File: config.mk
export PLATFORM = sky130hd
export DESIGN_NAME = data_write_buffer
export DESIGN_NICKNAME = d
export VERILOG_FILES = /design/src/rtl/data_write_buffer.sv
export SDC_FILE = /design/constraint.sdc
export NUM_CORES = 1
export LEC_CHECK = 0
export CORE_MARGIN = 8
export CORE_UTILIZATION = 55
export CTS_CLUSTER_SIZE = 10
export DETAILED_ROUTE_END_ITERATION = 16
export PLACE_DENSITY = 0.84
export RECOVER_POWER = 25
export SLEW_MARGIN = 15
export SYNTH_ARGS = -nofsm -noshare
export SYNTH_HDL_FRONTEND = slang
export SYNTH_SLANG_ARGS = --single-unit
File: constraint.sdc
create_clock -name clk -period 3.6 [get_ports clk]
set_input_delay 0.36 -clock clk [delete_from_list [all_inputs] [get_ports clk]]
set_output_delay 0.36 -clock clk [all_outputs]
set_load 0.01 [all_outputs]
File: src/rtl/data_write_buffer.sv
// Store buffer between the M stage and data memory.
// Stores are queued in program order in a circular FIFO and drained to memory
// via a valid/ready handshake. Loads that touch a word held in the buffer, or
// the word being stored in the same cycle, stall the pipeline until it drains.
module data_write_buffer #(
    parameter int unsigned DEPTH = 4
) (
    input  logic                     clk,
    input  logic                     reset,
    input  logic [3:0]               in_byteen,
    input  logic [31:0]              in_addr,
    input  logic [31:0]              in_wdata,
    input  logic                     ld_req,
    input  logic [31:0]              ld_addr,
    output logic                     stall,
    output logic                     mem_valid,
    input  logic                     mem_ready,
    output logic [31:0]              mem_addr,
    output logic [3:0]               mem_byteen,
    output logic [31:0]              mem_wdata,
    output logic [$clog2(DEPTH):0]   count,
    output logic                     empty
);

    localparam int unsigned PW = $clog2(DEPTH);
    localparam int unsigned CW = PW + 1;

    logic [31:0]   addr_q   [DEPTH];
    logic [3:0]    byteen_q [DEPTH];
    logic [31:0]   wdata_q  [DEPTH];

    logic [PW-1:0] wp;
    logic [PW-1:0] rp;

    logic          st_req;
    logic          full;
    logic          enq;
    logic          deq;
    logic          buf_hit;
    logic          in_hit;
    logic          ld_hazard;
    logic [PW-1:0] offs;

    assign st_req     = (in_byteen != 4'b0000);
    assign full       = (count == CW'(DEPTH));
    assign empty      = (count == '0);
    assign mem_valid  = !empty;
    // Room is judged on the pre-dequeue count: a full buffer refuses a store
    // even when the head drains in the same cycle.
    assign enq        = st_req && !full;
    assign deq        = mem_valid && mem_ready;

    assign mem_addr   = addr_q[rp];
    assign mem_byteen = byteen_q[rp];
    assign mem_wdata  = wdata_q[rp];

    assign in_hit     = st_req && (in_addr[31:2] == ld_addr[31:2]);
    assign ld_hazard  = ld_req && (buf_hit || in_hit);
    assign stall      = (st_req && full) || ld_hazard;

    // Word-address match of the load against every occupied entry; an entry
    // is occupied when its distance from the read pointer is below count.
    always_comb begin
        buf_hit = 1'b0;
        offs    = '0;
        for (int unsigned i = 0; i < DEPTH; i++) begin
            offs = PW'(i) - rp;
            if (({1'b0, offs} < count) && (addr_q[i][31:2] == ld_addr[31:2])) begin
                buf_hit = 1'b1;
            end
        end
    end

    // Entry storage; contents need no reset since occupancy is tracked by count.
    always_ff @(posedge clk) begin
        if (enq) begin
            addr_q[wp]   <= in_addr;
            byteen_q[wp] <= in_byteen;
            wdata_q[wp]  <= in_wdata;
        end
    end

    // Pointers and occupancy counter; pointers wrap naturally at DEPTH.
    always_ff @(posedge clk or posedge reset) begin
        if (reset) begin
            wp    <= '0;
            rp    <= '0;
            count <= '0;
        end else begin
            if (enq) begin
                wp <= wp + 1'b1;
            end
            if (deq) begin
                rp <= rp + 1'b1;
            end
            case ({enq, deq})
                2'b10:   count <= count + 1'b1;
                2'b01:   count <= count - 1'b1;
                default: count <= count;
            endcase
        end
    end

endmodule

==> results.md, run 1 <==
- Run status: completed
- Largest net degree at the start of global routing: 69
- CP Capture Type: primary output
- Clock root buffer master: clkbuf_16
- Routability Congestion: 0.924
- Routed WL: ~29,000 microns
- Unrepaired setup endpoints after global routing: false
- Crit Path Category: in -> out
- Max-Cap Viols: 0
- Footprint of the multi-input gates: roughly 0.0035 sq mm
- Mapped Cells: 653
- Crit path launch type: input port
- Worst vdd rail ir drop: just under 700 uV
- Crit share post-route: 0.959
- Rows: 54
- Leak: 5.17 nW
- Yosys warns: 0
- Clk pin slew, worst setup/hold paths: 0.06 ns
- Syn_area_per_cell: 18.7 sq um
- Net count after synthesis: ~770
- TritonCTS clock tree: done
- Initial antenna violation count: 9
- Met2 Track Usage GR: 0.342
- DP HPWL: 20,300 microns
- Sequential Area: ~0.0083 sq mm
- Synth Cell Area: 0.0122 sq mm
- Sequential share of the synthesized area: 0.682
- Die height: roughly 170 microns
- Via count: 6,745
- Initial Util: 0.560
- Top Ports: between 150 and 200
- Max Slew Vio Count: 0
- Clock Tree Buf Depth: 3
- FF-to-FF setup slack: between 1 and 1.5 ns
- Layout cells sized above 1: 0.170
- Setup TNS: 0 ns
- Critical R2R Launch: count[0]$_DFFE_PP0P_
- # hold bufs at CTS: 0
- Period minus WS final: 3.45 ns
- Slowest cell on crit path: clkdlybuf4s50_1
- Sw Share: 0.317
- Routed Antenna Nets: 0
- Die area: about 0.027 sq mm
- Worst setup endpoint: stall
- Final setup viols: 0
- Grt met3 use: 0.0746
- Worst-Skew Late Latency: roughly 0.5 ns
- Tightest Hold Check Type: in -> async
- Dpl cell area: ~0.014 sq mm
- DRC errors left: 0
- Final Hold Vio Count: 0
- Crit Path Max Fanout: 5
- Slew @ Worst Pin: ~0.84 ns
- GRT Max-Usage Layer: met2
- Routed wire length per instance: around 26 microns
- Post-synthesis register bit count: around 280
- CP Launch Point: ld_addr[19]
- Total gr overflow: 0
- 1st-iter DRT viols: ~570
- Largest area contributor in the netlist: edfxtp_1
- All-Layer GR Usage: 0.216
- # clock sinks: roughly 280
- H-tree depth: 2
- Main synth FF type: edfxtp_1
- Largest cells by area after synthesis: edfxtp_1, mux4_2, xor2_1
- Sw power: between 0.004 and 0.005 W
- Pint: a little over 0.009 W
- First-pass GRT wire length: about 44,000 microns
- CP cell instances: clkdlybuf4s50_1, xor2_1, nor4_1, nand4_1, a211oi_1, nand4_1, a31oi_1, clkdlybuf4s50_1
- Vias in the first global route: approximately 7,400
- Vias per cell: 5.92
- Register share of total power: 0.394
- Synth async-reset ratio: 0.0251
- Die extent in x: about 170 microns
- Filler cells: around 1,400
- Comb pwr share: 0.392
- Slew headroom: 0.432
- Post-synth cell types: 29
- Max Freq: roughly 290 MHz
- Cells on worst reg2reg path: 4
- Top cell type's share of synthesized area: 0.668
- Cell Pwr Density: 890 mW/mm^2
- Core box area: between 0.02 and 0.025 sq mm
- # port buffers: 175
- Clock Power Share: 0.214
- Drt first pass iters: 5
- GR Util met1: 0.265
- Critical Path Max Stage Delay: 0.63 ns
- TritonCTS Buffers: 34
- Critical path arrival: between 3 and 4 ns
- Post-synth EDFFs: 272
- NumNets Final: slightly below 1,000
- Area Growth Syn to Fin: 24.9%
- Skew final: 0.0166 ns
- Worst EP required: 3.24 ns
- RR Endpoint: wdata_q[3][2]$_DFFE_PP_
- Fin area: around 0.015 sq mm
layout make-up:
| class | count | share of cell area |
|---|---|---|
| antenna | 7 | 0.00115 |
| clock buffer | 40 | 0.0586 |
| tap | 280 | 0.0229 |
| multi-input combinational | 311 | 0.232 |
| sequential | 279 | 0.547 |
| inverter | 16 | 0.00393 |
| clock inverter | 2 | 0.00115 |
| timing repair buffer | 205 | 0.134 |
cell usage after synthesis (2+ instances only):
cell         n
xnor2_1     38
nor4_2       2
o2111ai_1    4
nand3_1      3
edfxtp_1   272
a211oi_1     2
nor4_1      28
and2_1       5
dfrtp_1      7
nand4_1     11
ha_1         9
a21oi_1      4
nor2_1       5
clkbuf_1    11
inv_1       16
xor2_1     119
buf_6       11
buf_4        2
nand2_1      3
nor3_1       3
buf_2       22
a2111oi_2    2
mux4_2      68
flip-flops by register name (all words and copies together), names as in the netlist:
name and cells:
addr_q 128, byteen_q 16, count 3, rp 2, wdata_q 128, wp 2
layer usage:
metal,vias to the layer above,wire length [microns],share of wire
met5,-,63,0.0022
met4,10,1150,0.039
met3,85,3370,0.12
met2,357,13800,0.47
met1,3385,10800,0.37
li1,2908,-,-
timing repair:
action	4_1_cts	5_1_grt
buffers inserted	0	8
resized for setup	0	1
setup endpoints to repair	0	1
layout by cell type, fill, tap and decap left out, types with 3 or more instances in the layout:
cell type	Yosys	layout
buf_12	0	5
nor4_1	28	28
nand2_1	3	3
xor2_1	119	119
mux4_2	68	68
clkbuf_16	0	35
nand4_1	11	11
xnor2_1	38	38
nand3_1	3	3
buf_4	2	24
clkdlybuf4s50_1	0	136
clkbuf_1	11	5
diode_2	0	7
edfxtp_1	272	272
inv_1	16	16
dfrtp_1	7	5
ha_1	9	9
o2111ai_1	4	4
nor3_1	3	3
a21oi_1	4	4
dlygate4sd3_1	0	39
nor2_1	5	5
kinds of logic (layout without fill, tap and decap cells):
family                   after synthesis  after routing  share of synthesized area
flip-flops                           279            279                      0.682
adder cells (fa/ha/maj)               10             10                     0.0108
AND/OR/NAND/NOR                       61             61                     0.0300
buffers and inverters                 63            263                     0.0290
AO/OA/AOI/OAI                         14             14                    0.00911
XOR/XNOR                             157            157                      0.112
other                                  0              7                          0
multiplexers                          69             69                      0.126
critical path, delay by kind of cell:
family,cells,cell delay [ns]
buffers and inverters,2,1.23
AO/OA/AOI/OAI,2,0.56
XOR/XNOR,1,0.18
AND/OR/NAND/NOR,3,0.76
through the flow:
stage                     hold slack, ns   util  power (W)  std cells  setup slack (ns)
after CTS                          0.107  0.696     0.0137       1125            0.0171
after global routing               0.268  0.699     0.0142       1136            0.0542
final                              0.248  0.700     0.0136       1140             0.148
after floorplan                    0.163      -    0.00813        653             0.540
after global placement             0.601  0.654     0.0106       1083             0.261
after detailed placement           0.628  0.654     0.0107       1083             0.185
worst min-delay path by stage:
| stage | end | slack, ns | cells after the start |
|---|---|---|---|
| floorplan | count[0]$_DFFE_PP0P_ | 0.16 | 1 |
| global route | wp[1]$_DFFE_PP0P_ | 0.27 | 2 |
| detailed placement | count[2]$_DFFE_PP0P_ | 0.63 | 2 |
| global placement | wp[1]$_DFFE_PP0P_ | 0.60 | 2 |
| CTS | count[1]$_DFFE_PP0P_ | 0.11 | 2 |
| finish | count[2]$_DFFE_PP0P_ | 0.25 | 2 |
power groups by stage:
stage / sequential, W / clock (W) / combinational [W]
3_5_place_dp: 0.00545 / 0 / 0.00524
6_report: 0.00536 / 0.00291 / 0.00532
2_1_floorplan: 0.00530 / 0 / 0.00284
5_1_grt: 0.00545 / 0.00308 / 0.00567
3_3_place_gp: 0.00534 / 0 / 0.00521
4_1_cts: 0.00539 / 0.00296 / 0.00530
(Power assumes the default switching activity.)
==> run 2, diff against run 1 <==
--- a/config.mk
+++ b/config.mk
@@ -5,6 +5,7 @@
 export SDC_FILE = /design/constraint.sdc
 export NUM_CORES = 1
 export LEC_CHECK = 0
+export CAP_MARGIN = 30
 export CORE_MARGIN = 8
 export CORE_UTILIZATION = 55
 export CTS_CLUSTER_SIZE = 10
==> results of run 2 <==
Same layout as run 1: the final DEF is identical, and so are final timing and power.
==> run 3, diff against run 2 <==
--- a/config.mk
+++ b/config.mk
@@ -10,6 +10,7 @@
 export CORE_UTILIZATION = 55
 export CTS_CLUSTER_SIZE = 10
 export DETAILED_ROUTE_END_ITERATION = 16
+export HOLD_SLACK_MARGIN = 0.08
 export PLACE_DENSITY = 0.84
 export RECOVER_POWER = 25
 export SLEW_MARGIN = 15
==> results of run 3 <==
Same layout as run 1: the final DEF is identical, and so are final timing and power.
